**src/rtl/mac_lookup_arbiter_pkg.sv**
```systemverilog
// +--------------------------------------------------------------------------+
// | mac_arb_pkg : shared types for the MAC lookup arbiter                    |
// | Rev 1.0                                                                  |
// +--------------------------------------------------------------------------+
`default_nettype none

package mac_arb_pkg;

   typedef logic [47:0] mac_t;
   typedef logic [2:0]  port_t;

   typedef struct packed {
      mac_t  dst_mac;
      mac_t  src_mac;
      port_t src_port;
   } lkp_req_t;

   typedef enum logic [1:0] {
      IDLE     = 2'd0,
      ISSUE    = 2'd1,
      WAIT_RSP = 2'd2
   } arb_state_t;

   localparam port_t FLOOD_PORT_C = 3'b111;

endpackage

`default_nettype wire

```
**src/rtl/mac_lookup_arbiter_if.sv**
```systemverilog
// +--------------------------------------------------------------------------+
// | mac_lookup_arbiter_if : request, table and result bundle of the arbiter  |
// | Optional MAC_ARB_STATS_EN adds statistics counters. Rev 1.0              |
// +--------------------------------------------------------------------------+
`default_nettype none

interface mac_lookup_arbiter_if #(
   parameter int NUM_PORTS = 4
);
   import mac_arb_pkg::*;

   logic [NUM_PORTS-1:0]    req_valid;
   logic [48*NUM_PORTS-1:0] req_dst_mac;
   logic [48*NUM_PORTS-1:0] req_src_mac;
   logic [3*NUM_PORTS-1:0]  req_src_port;
   logic                    lkp_valid;
   logic                    lkp_ready;
   mac_t                    lkp_dst_mac;
   mac_t                    lkp_src_mac;
   port_t                   lkp_src_port;
   logic                    rsp_valid;
   port_t                   rsp_dst_port;
   logic [NUM_PORTS-1:0]    res_valid;
   port_t                   res_dst_port;
   logic [NUM_PORTS-1:0]    drop;
   logic                    busy;
`ifdef MAC_ARB_STATS_EN
   logic [16*NUM_PORTS-1:0] grant_cnt;
   logic [16*NUM_PORTS-1:0] drop_cnt;
   logic [15:0]             timeout_cnt;
`endif

   modport slave (
      input  req_valid, req_dst_mac, req_src_mac, req_src_port,
      input  lkp_ready, rsp_valid, rsp_dst_port,
      output lkp_valid, lkp_dst_mac, lkp_src_mac, lkp_src_port,
      output res_valid, res_dst_port, drop, busy
`ifdef MAC_ARB_STATS_EN
      , output grant_cnt, drop_cnt, timeout_cnt
`endif
   );

   modport master (
      output req_valid, req_dst_mac, req_src_mac, req_src_port,
      output lkp_ready, rsp_valid, rsp_dst_port,
      input  lkp_valid, lkp_dst_mac, lkp_src_mac, lkp_src_port,
      input  res_valid, res_dst_port, drop, busy
`ifdef MAC_ARB_STATS_EN
      , input grant_cnt, drop_cnt, timeout_cnt
`endif
   );

endinterface

`default_nettype wire

```
**src/rtl/mac_lookup_arbiter_req_queue.sv**
```systemverilog
// +--------------------------------------------------------------------------+
// | mac_req_queue : per-port request FIFO with push/pop/empty/drop           |
// | Rev 1.0                                                                  |
// +--------------------------------------------------------------------------+
`default_nettype none

module mac_req_queue
   import mac_arb_pkg::*;
#(
   parameter int QUEUE_DEPTH = 2
) (
   input  wire       clk,
   input  wire       reset,
   input  wire       i_push,
   input  lkp_req_t  i_data,
   input  wire       i_pop,
   output lkp_req_t  o_data,
   output logic      o_empty,
   output logic      o_drop
);
   localparam int AW = (QUEUE_DEPTH > 1) ? $clog2(QUEUE_DEPTH) : 1;
   localparam int CW = $clog2(QUEUE_DEPTH + 1);

   lkp_req_t         r_mem [QUEUE_DEPTH];
   logic [AW-1:0]    r_wr;
   logic [AW-1:0]    r_rd;
   logic [CW-1:0]    r_cnt;
   logic             w_full;
   logic             w_do_push;
   logic             w_do_pop;

   assign w_full    = (r_cnt == CW'(QUEUE_DEPTH));
   assign o_empty   = (r_cnt == '0);
   assign w_do_pop  = i_pop & ~o_empty;
   // A full queue still accepts a push when it is being popped this cycle
   assign w_do_push = i_push & (~w_full | w_do_pop);
   assign o_drop    = i_push & w_full & ~w_do_pop & ~reset;
   assign o_data    = r_mem[r_rd];

   always_ff @(posedge clk) begin
      if (w_do_push) begin
         r_mem[r_wr] <= i_data;
      end
   end

   always_ff @(posedge clk) begin
      if (reset) begin
         r_wr  <= '0;
         r_rd  <= '0;
         r_cnt <= '0;
      end else begin
         if (w_do_push) begin
            r_wr <= (r_wr == AW'(QUEUE_DEPTH - 1)) ? '0 : r_wr + 1'b1;
         end
         if (w_do_pop) begin
            r_rd <= (r_rd == AW'(QUEUE_DEPTH - 1)) ? '0 : r_rd + 1'b1;
         end
         case ({w_do_push, w_do_pop})
            2'b10:   r_cnt <= r_cnt + 1'b1;
            2'b01:   r_cnt <= r_cnt - 1'b1;
            default: r_cnt <= r_cnt;
         endcase
      end
   end

endmodule

`default_nettype wire

```
**src/rtl/mac_lookup_arbiter.sv**
```systemverilog
// +--------------------------------------------------------------------------+
// | mac_lookup_arbiter : round-robin sharing of the MAC table between ports  |
// | Optional MAC_ARB_STATS_EN adds grant/drop/timeout counters. Rev 1.0      |
// +--------------------------------------------------------------------------+
`default_nettype none

module mac_lookup_arbiter
   import mac_arb_pkg::*;
#(
   parameter int    NUM_PORTS   = 4,
   parameter int    QUEUE_DEPTH = 2,
   parameter int    RSP_TIMEOUT = 15,
   parameter port_t FLOOD_PORT  = FLOOD_PORT_C
) (
   input wire                   clk,
   input wire                   reset,
   mac_lookup_arbiter_if.slave  bus
);
   localparam int PW = $clog2(NUM_PORTS);
   localparam int TW = $clog2(RSP_TIMEOUT + 1);

   arb_state_t           r_state;
   logic [PW-1:0]        r_ptr;
   logic [PW-1:0]        r_gnt;
   logic [TW-1:0]        r_cnt;
   logic                 r_lkp_valid;
   lkp_req_t             r_lkp;
   logic [NUM_PORTS-1:0] r_res_valid;
   port_t                r_res_dst;

   lkp_req_t             w_q_data [NUM_PORTS];
   logic [NUM_PORTS-1:0] w_empty;
   logic [NUM_PORTS-1:0] w_drop;
   logic [NUM_PORTS-1:0] w_pop;
   logic                 w_any;
   logic [PW-1:0]        w_sel;
   logic                 w_timeout;

   for (genvar i = 0; i < NUM_PORTS; i++) begin : g_queue
      lkp_req_t w_q_in;
      assign w_q_in.dst_mac  = bus.req_dst_mac[48*i +: 48];
      assign w_q_in.src_mac  = bus.req_src_mac[48*i +: 48];
      assign w_q_in.src_port = bus.req_src_port[3*i +: 3];
      assign w_pop[i]        = (r_state == IDLE) & w_any & (w_sel == PW'(i));

      mac_req_queue #(.QUEUE_DEPTH(QUEUE_DEPTH)) u_queue (
         .clk     (clk),
         .reset   (reset),
         .i_push  (bus.req_valid[i]),
         .i_data  (w_q_in),
         .i_pop   (w_pop[i]),
         .o_data  (w_q_data[i]),
         .o_empty (w_empty[i]),
         .o_drop  (w_drop[i])
      );
   end

   // Descending scan so the last hit is the nearest port at/after r_ptr
   always_comb begin
      int idx;
      idx   = 0;
      w_any = 1'b0;
      w_sel = '0;
      for (int k = NUM_PORTS - 1; k >= 0; k--) begin
         idx = (int'(r_ptr) + k) % NUM_PORTS;
         if (!w_empty[PW'(idx)]) begin
            w_any = 1'b1;
            w_sel = PW'(idx);
         end
      end
   end

   // r_cnt starts at 0 on the cycle after the handshake and the result is
   // registered, so firing at RSP_TIMEOUT-2 lands res_valid RSP_TIMEOUT
   // cycles after the handshake.
   assign w_timeout = (r_state == WAIT_RSP) & ~bus.rsp_valid &
                      (r_cnt == TW'(RSP_TIMEOUT - 2));

   always_ff @(posedge clk) begin
      if (reset) begin
         r_state     <= IDLE;
         r_ptr       <= '0;
         r_gnt       <= '0;
         r_cnt       <= '0;
         r_lkp_valid <= 1'b0;
         r_lkp       <= '0;
         r_res_valid <= '0;
         r_res_dst   <= '0;
      end else begin
         r_res_valid <= '0;
         case (r_state)
            IDLE: begin
               if (w_any) begin
                  r_lkp       <= w_q_data[w_sel];
                  r_lkp_valid <= 1'b1;
                  r_gnt       <= w_sel;
                  r_ptr       <= (w_sel == PW'(NUM_PORTS - 1)) ? '0 : w_sel + 1'b1;
                  r_state     <= ISSUE;
               end
            end
            ISSUE: begin
               if (bus.lkp_ready) begin
                  r_lkp_valid <= 1'b0;
                  r_cnt       <= '0;
                  r_state     <= WAIT_RSP;
               end
            end
            WAIT_RSP: begin
               if (bus.rsp_valid) begin
                  r_res_valid[r_gnt] <= 1'b1;
                  r_res_dst          <= bus.rsp_dst_port;
                  r_state            <= IDLE;
               end else if (w_timeout) begin
                  r_res_valid[r_gnt] <= 1'b1;
                  r_res_dst          <= FLOOD_PORT;
                  r_state            <= IDLE;
               end else begin
                  r_cnt <= r_cnt + 1'b1;
               end
            end
            default: r_state <= IDLE;
         endcase
      end
   end

   assign bus.lkp_valid    = r_lkp_valid;
   assign bus.lkp_dst_mac  = r_lkp.dst_mac;
   assign bus.lkp_src_mac  = r_lkp.src_mac;
   assign bus.lkp_src_port = r_lkp.src_port;
   assign bus.res_valid    = r_res_valid;
   assign bus.res_dst_port = r_res_dst;
   assign bus.drop         = w_drop;
   assign bus.busy         = (r_state != IDLE) | ~(&w_empty);

`ifdef MAC_ARB_STATS_EN
   logic [15:0] r_timeout_cnt;

   for (genvar i = 0; i < NUM_PORTS; i++) begin : g_stats
      logic [15:0] r_grant_cnt;
      logic [15:0] r_drop_cnt;
      always_ff @(posedge clk) begin
         if (reset) begin
            r_grant_cnt <= '0;
            r_drop_cnt  <= '0;
         end else begin
            if (w_pop[i] && (r_grant_cnt != 16'hFFFF)) begin
               r_grant_cnt <= r_grant_cnt + 1'b1;
            end
            if (w_drop[i] && (r_drop_cnt != 16'hFFFF)) begin
               r_drop_cnt <= r_drop_cnt + 1'b1;
            end
         end
      end
      assign bus.grant_cnt[16*i +: 16] = r_grant_cnt;
      assign bus.drop_cnt[16*i +: 16]  = r_drop_cnt;
   end

   always_ff @(posedge clk) begin
      if (reset) begin
         r_timeout_cnt <= '0;
      end else if (w_timeout && (r_timeout_cnt != 16'hFFFF)) begin
         r_timeout_cnt <= r_timeout_cnt + 1'b1;
      end
   end
   assign bus.timeout_cnt = r_timeout_cnt;
`endif

endmodule

`default_nettype wire

```
**src/flat_wrapper.sv**
```systemverilog
// flat-port wrapper written by rule: the top's interface ports become plain ports
module mac_lookup_arbiter_flat import mac_arb_pkg::*;
#(
   parameter int    NUM_PORTS   = 4,
   parameter int    QUEUE_DEPTH = 2,
   parameter int    RSP_TIMEOUT = 15,
   parameter port_t FLOOD_PORT  = FLOOD_PORT_C
)
  (clk, reset, bus_req_valid, bus_req_dst_mac, bus_req_src_mac, bus_req_src_port, bus_lkp_ready, bus_rsp_valid, bus_rsp_dst_port, bus_lkp_valid, bus_lkp_dst_mac, bus_lkp_src_mac, bus_lkp_src_port, bus_res_valid, bus_res_dst_port, bus_drop, bus_busy);
  mac_lookup_arbiter_if #(.NUM_PORTS(NUM_PORTS)) bus_i ();
  input wire clk;
  input wire reset;
  input wire logic [$bits(bus_i.req_valid)-1:0] bus_req_valid;
  input wire logic [$bits(bus_i.req_dst_mac)-1:0] bus_req_dst_mac;
  input wire logic [$bits(bus_i.req_src_mac)-1:0] bus_req_src_mac;
  input wire logic [$bits(bus_i.req_src_port)-1:0] bus_req_src_port;
  input wire logic [$bits(bus_i.lkp_ready)-1:0] bus_lkp_ready;
  input wire logic [$bits(bus_i.rsp_valid)-1:0] bus_rsp_valid;
  input wire logic [$bits(bus_i.rsp_dst_port)-1:0] bus_rsp_dst_port;
  output wire logic [$bits(bus_i.lkp_valid)-1:0] bus_lkp_valid;
  output wire logic [$bits(bus_i.lkp_dst_mac)-1:0] bus_lkp_dst_mac;
  output wire logic [$bits(bus_i.lkp_src_mac)-1:0] bus_lkp_src_mac;
  output wire logic [$bits(bus_i.lkp_src_port)-1:0] bus_lkp_src_port;
  output wire logic [$bits(bus_i.res_valid)-1:0] bus_res_valid;
  output wire logic [$bits(bus_i.res_dst_port)-1:0] bus_res_dst_port;
  output wire logic [$bits(bus_i.drop)-1:0] bus_drop;
  output wire logic [$bits(bus_i.busy)-1:0] bus_busy;
  assign bus_i.req_valid = bus_req_valid;
  assign bus_i.req_dst_mac = bus_req_dst_mac;
  assign bus_i.req_src_mac = bus_req_src_mac;
  assign bus_i.req_src_port = bus_req_src_port;
  assign bus_i.lkp_ready = bus_lkp_ready;
  assign bus_i.rsp_valid = bus_rsp_valid;
  assign bus_i.rsp_dst_port = bus_rsp_dst_port;
  assign bus_lkp_valid = bus_i.lkp_valid;
  assign bus_lkp_dst_mac = bus_i.lkp_dst_mac;
  assign bus_lkp_src_mac = bus_i.lkp_src_mac;
  assign bus_lkp_src_port = bus_i.lkp_src_port;
  assign bus_res_valid = bus_i.res_valid;
  assign bus_res_dst_port = bus_i.res_dst_port;
  assign bus_drop = bus_i.drop;
  assign bus_busy = bus_i.busy;
  mac_lookup_arbiter #(.NUM_PORTS(NUM_PORTS), .QUEUE_DEPTH(QUEUE_DEPTH), .RSP_TIMEOUT(RSP_TIMEOUT), .FLOOD_PORT(FLOOD_PORT)) u_core (.clk(clk), .reset(reset), .bus(bus_i));
endmodule
```
**config.mk**
```make
export PLATFORM = sky130hd
export DESIGN_NAME = mac_lookup_arbiter_flat
export DESIGN_NICKNAME = d
export VERILOG_FILES = /design/src/rtl/mac_lookup_arbiter_pkg.sv /design/src/rtl/mac_lookup_arbiter_if.sv /design/src/rtl/mac_lookup_arbiter_req_queue.sv /design/src/rtl/mac_lookup_arbiter.sv /design/src/flat_wrapper.sv
export SDC_FILE = /design/constraint.sdc
export NUM_CORES = 1
export LEC_CHECK = 0
export CORE_UTILIZATION = 25
export CTS_BUF_LIST = sky130_fd_sc_hd__clkbuf_16
export CTS_CLUSTER_DIAMETER = 60
export CTS_CLUSTER_SIZE = 10
export DETAILED_ROUTE_END_ITERATION = 16
export PLACE_DENSITY = 0.52
export SLEW_MARGIN = 20
export SYNTH_ARGS = -nofsm -noshare
export SYNTH_HDL_FRONTEND = slang
export SYNTH_SLANG_ARGS = --single-unit
export TNS_END_PERCENT = 30
```
**constraint.sdc**
```tcl
create_clock -name clk -period 7.7 [get_ports clk]
set_input_delay 2.31 -clock clk [delete_from_list [all_inputs] [get_ports clk]]
set_output_delay 2.31 -clock clk [all_outputs]
set_load 0.005 [all_outputs]
```
==> results.md, run 1 <==
* Vias at 19,214
* Commonest cells post-synth: edfxtp_1, mux2i_1, nor2_1
* Hold_sp: u_core.bus.res_dst_port[0]
* Buf/Inv on CP at 2
* CTS tree: done
* Final ANT Viol Nets at 0
* Critical path depth at 4
* Post-CTS Setup Bufs at 0
* Pwr Total at 16.3 mW
* CP max stage cell: clkdlybuf4s50_1
* Core Footprint at 142,000 um2
* CP Launch Type: primary input
* P_leak at 15.0 nW
* Largest area contributor in the netlist: edfxtp_1
* PwrDens at 350 nW/um2
* Final WL at 104,000 um
* Setup TNS at 0 ns
* Rows at 138
* Initial antenna violation count at 20
* First-pass GRT wire length at around 150,000 um
* Cell mode on critical path: clkdlybuf4s50_1
* Seq/Total Area, Yosys at 0.743
* Hold Vio Cnt, Final at 0
* Crit path cell chain: clkdlybuf4s50_1 -> nand2_1 -> nor3b_1 -> clkdlybuf4s50_1
* CTS Hold Bufs at 0
* EDFF count, synth at 792
* Final nets at 2,883
* Worst Path Arrival at 4.08 ns
* Final setup viols at 0
* Synth-to-Final Area Change at 30.8%
* Routed len/inst at 23.3 um
* Routability Congestion at 0.739
* Max IR drop VDD at 0.000251 V
* Die span in x at roughly 380 um
* Worst R2R Path Depth at 9
* Count leader, synth: edfxtp_1
* Largest net degree at the start of global routing at between 100 and 150
* CP Data Required Time at 5.39 ns
* Total gr overflow at 0
* Synth cell types at 51
* H-tree lvl count at 3
* GR Util All Layers at 0.142
* CTS max path bufs at 3
* IO buf count at about 520
* Worst r2r dst: u_core.g_queue[1].u_queue.r_mem[1][85]
* Cts bufs inserted at 114
* Post-cts sizing count at 0
* Clock skew at 0.0373 ns
* Hold endpoint: u_core.bus.res_dst_port[0]
* Synth top area share at 0.667
* Worst hold stages at 2
* Worst setup path category: in -> out
* Starting DRC count in detailed routing at roughly 1,100
* Vias in the first global route at 19,810
* Worst setup margin at between 1 and 1.5 ns
* Worst slew margin at 0.257
* Die Area at 144,000 um2
* Flops & latches, synth at ~930
* R2R Setup Slk at 3.55 ns
* DPL Wire Length at 65,700 um
* Number of max-cap violations at 0
* Synthesized area per cell at 18.6 um2
* Crit end category: output port
* Final period util at 0.830
* Setup WS pre-CTS at 1.24 ns
* Clk Latency, worst-skew pair at 0.74 ns
* Mapped cell area at 35,700 um2
* Worst Hold Class: reg -> reg
* Fraction of layout cells with a size suffix above 1 at 0.136
* Clk slew on worst S/H paths at 0.06 ns
* Largest delay contributor family on the critical path: buffers and inverters
* Ys async rst share at 0
* Critical path startpoint: bus_req_valid[3]
* Tightest Pin Transition at about 1.1 ns
* Final Slew Violations at 0
* RSZ-0062 raised after global routing: no
* I/O pin count at around 520
* DRT Pass-1 Iters at 5
* Ys Warns at 0
* Post-synth net total at 2,327
* Most area-consuming cells after synthesis: edfxtp_1, mux2i_1, dfxtp_1, mux4_2, a211oi_2
* Root Driver: clkbuf_16
* Clock Sinks at 929
* Vias per inst at 4.30
* Post-Syn Instances at 1,917
* Largest stage delay, worst path at 0.61 ns
* Final core utilization at 0.330
* Die height at 380 um
* DR DRC count at 0
* Starting density of the core at 0.252
* Fmax achieved at approximately 0.16 GHz
* Worst reg2reg path startpoint: u_core.g_queue[3].u_queue.r_cnt[1]
* Final min period at between 6 and 7 ns
* Worst-path fanout max at 5
* Outcome: finished clean
* Main synth FF type: edfxtp_1
[cell families after synthesis]
| kind of cell | count (synthesis) | share of synthesized area |
|---|---|---|
| buffers and inverters | 122 | 0.0153 |
| adders and majority gates | 3 | 0.00105 |
| xor gates and xnor gates | 11 | 0.00270 |
| AOI/OAI and AO/OA | 139 | 0.0360 |
| DFF | 929 | 0.743 |
| and+or+nand+nor | 213 | 0.0264 |
| muxes | 500 | 0.175 |
[worst reg2reg max path, delay by kind of cell, from the launching register on]
kind	cells	cell delay, ns
buf+inv	3	1.40
flops	1	0.38
compound gates	3	1.10
simple gates	3	0.91
[routing by layer]
metal / routed length, um / up-vias / track usage
met5: 142 / - / 0
met1: 44400 / 9754 / 0.179
met4: 2290 / 24 / 0.0475
met3: 5510 / 146 / 0.0305
met2: 51900 / 557 / 0.241
li1: - / 8733 / -
[metrics by stage]
| step | instance area, um2 | hold WS (ns) | std cells |
|---|---|---|---|
| 5_1_grt | 46700 | 0.515 | 4464 |
| 2_1_floorplan | 35700 | 0.434 | 1917 |
| 4_1_cts | 46600 | 0.496 | 4458 |
| 3_3_place_gp | 43200 | 0.485 | 4247 |
| 3_5_place_dp | 43200 | 0.487 | 4247 |
| 6_report | 46700 | 0.491 | 4466 |
[report_power, final]
part	internal, mW	switching [mW]	leakage (nW)
Clock	2.80	2.11	1.94
Combinational	2.28	2.42	4.54
Sequential	6.25	0.440	8.55
Total	11.3	4.98	15.0
[layout by cell type (no fill, tap or decap), types with 3 or more instances in the layout]
master	count
bufinv_16	3
clkinv_2	3
dfxtp_4	4
inv_1	78
inv_6	8
or2_2	4
dfxtp_1	133
a211oi_2	50
nor2_1	139
clkbuf_16	115
mux4_2	99
xnor2_1	6
nor3_1	14
clkinv_16	3
ha_1	3
clkdlybuf4s50_1	517
diode_2	8
nor2b_1	5
nor2_4	4
nand3_1	4
o21ai_0	5
xor2_1	5
a211oi_1	53
o21ai_1	3
nor4_1	3
nand2b_1	6
a21oi_1	14
nand2_1	18
mux2i_1	399
clkinvlp_4	3
buf_4	28
clkinv_1	4
edfxtp_1	792
buf_12	6
[final cells by class]
type / instances / area (um2)
Fill cell: 13707 / 94900
Sequential cell: 929 / 26500
Multi-Input combinational cell: 866 / 8680
Timing Repair Buffer: 552 / 5520
Clock buffer: 115 / 2880
Tap cell: 1890 / 2360
Clock inverter: 96 / 607
Inverter: 10 / 42.5
Antenna cell: 8 / 20.0
[worst max-delay path by stage]
| stage | endpoint | slack (ns) |
|---|---|---|
| floorplan | u_core.g_queue[3].u_queue.r_mem[0][0] | 0.20 |
| global placement | bus_drop[0] | 1.27 |
| detailed placement | bus_drop[0] | 1.24 |
| CTS | bus_drop[0] | 1.22 |
| global route | bus_drop[3] | 1.11 |
| finish | bus_drop[3] | 1.31 |
[flip-flops by register name, indices dropped and copies added, names as in the netlist, 2 cells and up, named ones only]
signal and flops:
u_core.bus.lkp_dst_mac 48, u_core.bus.lkp_src_mac 48, u_core.bus.lkp_src_port 3, u_core.bus.res_dst_port 3, u_core.bus.res_valid 4, u_core.g_queue.u_queue.r_cnt 8, u_core.g_queue.u_queue.r_mem 792, u_core.g_queue.u_queue.r_rd 4
u_core.g_queue.u_queue.r_wr 4, u_core.r_cnt 4, u_core.r_gnt 2, u_core.r_ptr 2, u_core.r_state 2
(Power assumes the default switching activity.)
==> run 2, diff against run 1 <==
- PLACE_DENSITY: 0.52 -> 0.51
- clock period: 7.7 -> 6.3 ns (I/O delays scaled with it)
==> run 2 against run 1 <==
  * Register-to-register slack worse by 1.0 ns
  * Clock power is 21% higher
  * Sequential cell count stayed put
  * Critical endpoint unchanged
  * Combinational power is 23% higher
  * Largest cell class unchanged
  * Via count is 0.75% higher
  * Worst setup slack worse by 0.70 ns
  * Final area hardly changed
  * Global-route usage is 0.34 points higher
==> results.md, run 2 (same netlist as run 1, synthesis figures left out) <==
* Outcome: finished clean
* DPL Wire Length at between 60,000 and 70,000 um
* Buf/Inv on CP at 2
* CP Launch Type: flop
* Worst slew margin at 0.219
* Total gr overflow at 0
* # fillers at roughly 14,000
* Most common cell after layout, fill and taps aside: edfxtp_1
* Worst Path Arrival at roughly 3.8 ns
* Setup TNS at 0 ns
* Core Footprint at 142,000 um2
* FF+latch area at 26,500 um2
* Tightest Pin Transition at around 1.2 ns
* Non-filler cells, final at 4,464
* Critical path depth at 9
* Post-route cell area at approximately 47,000 um2
* Fmax achieved at 0.176 GHz
* Final WL at 107,000 um
* Number of max-cap violations at 0
* Clock Sinks at about 930
* RSZ-0062 raised after global routing: no
* DRT Pass-1 Iters at 5
* Commonest cells after routing, fill and taps aside: edfxtp_1, clkdlybuf4s50_1, mux2i_1, nor2_1, dfxtp_1
* Dpl cell area at 43,200 um2
* Final ANT Viol Nets at 0
* PwrDens at 427 nW/um2
* Clk slew on worst S/H paths at about 0.06 ns
* Clock skew at roughly 0.055 ns
* Clock share of power at 0.299
* Pwr Total at 19.9 mW
* Hold_sp: u_core.r_gnt[0]
* Largest stage delay, worst path at approximately 0.62 ns
* Placed cell count at 4,249
* Largest net degree at the start of global routing at roughly 110
* CP Data Required Time at 4.41 ns
* CTS max path bufs at 3
* Starting DRC count in detailed routing at 1,165
* First-pass GRT wire length at 150,000 um
* Worst-path fanout max at 18
* Final Slew Violations at 0
* Routability Congestion at 0.795
* Worst reg2reg path startpoint: u_core.g_queue[0].u_queue.r_cnt[0]
* Hold Vio Cnt, Final at 0
* Max IR drop VDD at between 0.0002 and 0.0003 V
* Critical path startpoint: u_core.g_queue[0].u_queue.r_cnt[0]
* Cell mode on critical path: nand2_1
* Worst hold stages at 1
* Vias in the first global route at 20,671
* Final min period at 5.69 ns
* I/O pin count at 519
* Cts bufs inserted at between 100 and 150
* Synth-to-Final Area Change at 30.7%
* CTS tree: done
* Multi-input combinational cell area at 8680 um2
* Largest delay contributor family on the critical path: simple AND/OR/NAND/NOR gates
* Routed len/inst at 24.0 um
* Root Driver: clkbuf_16
* Worst setup path category: reg -> out
* Die span in x at 380 um
* Vias at 19,359
* Final period util at 0.903
* DR DRC count at 0
* Clk Latency, worst-skew pair at 0.75 ns
* GR Util All Layers at 0.146
* CTS Hold Bufs at 0
* Crit path cell chain: nor3_1 -> a211oi_4 -> a21oi_4 -> buf_4 -> ha_1 -> nand2_1 -> nand2_1 -> nor3b_1 -> clkdlybuf4s50_1
* Post-cts sizing count at 0
* P_leak at ~15 nW
* H-tree lvl count at 3
* CP max stage cell: clkdlybuf4s50_1
* Final setup viols at 0
* Die height at 380 um
* Post-CTS Setup Bufs at 0
* Crit end category: output port
* Power share of the sequential group at 0.411
* Sw Pwr at slightly above 6 mW
* Worst Hold Class: reg -> reg
* Starting density of the core at 0.252
* Final nets at 2,886
* R2R Setup Slk at approximately 2.5 ns
* Worst R2R Path Depth at 8
* Initial antenna violation count at 19
* Logic pwr share at 0.291
* Fraction of layout cells with a size suffix above 1 at 0.139
* Pint at around 14 mW
* IO buf count at between 500 and 600
* Switching Share at 0.306
* Biggest register: u_core.g_queue.u_queue.r_mem
* Max reg flops at between 700 and 800
* Rows at 138
* WHS at 0.492 ns
* Hold endpoint: u_core.bus.res_valid[2]
* Vias per inst at approximately 4.3
* Worst r2r dst: u_core.g_queue[0].u_queue.r_mem[0][46]
* Die Area at 144,000 um2
[run 2: changes by cell type in the layout (fill, tap and decap cells not counted), moves of 2 or more]
| cell | change |
|---|---|
| diode_2 | -6 |
| clkinv_8 | +3 |
| inv_4 | +2 |
| inv_1 | -5 |
| buf_12 | +2 |
| clkinv_16 | -2 |
| clkinv_4 | +3 |
| clkinvlp_4 | +2 |
| bufinv_16 | -2 |
[run 2: worst max path at each step]
| stage | to | slack (ns) |
|---|---|---|
| after floorplan | u_core.g_queue[1].u_queue.r_mem[0][0] | -0.42 |
| after global placement | bus_drop[1] | 0.69 |
| after detailed placement | bus_drop[1] | 0.70 |
| after CTS | bus_drop[3] | 0.54 |
| after global routing | bus_drop[3] | 0.45 |
| final | bus_drop[3] | 0.61 |
[run 2: routing by layer]
layer  track usage  routed length, um
met2         0.255              54200
met5             0                203
met4        0.0387               1930
met1         0.177              44600
met3        0.0367               6030
[run 2: layout make-up]
class                   instances  share of cell area
diodes                          2            0.000107
multi-input cells             866               0.186
inverters                      10            0.000912
well taps                    1890              0.0507
repair buffers                554               0.119
clock inverters                97              0.0118
flip-flops and latches        929               0.569
clock buffers                 116              0.0622
[run 2: power groups by stage]
stage	clock network [mW]	registers [mW]	logic (mW)
2_1_floorplan	0	8.11	3.70
3_3_place_gp	0	8.30	5.87
3_5_place_dp	0	8.32	5.94
4_1_cts	6.13	8.21	5.95
5_1_grt	6.36	8.27	6.18
6_report	5.94	8.18	5.79
[run 2: through the flow]
| stage | setup slack (ns) | util |
|---|---|---|
| after floorplan | -0.419 | - |
| after global placement | 0.685 | 0.305 |
| after detailed placement | 0.698 | 0.305 |
| after CTS | 0.538 | 0.329 |
| after global routing | 0.449 | 0.329 |
| final | 0.612 | 0.329 |
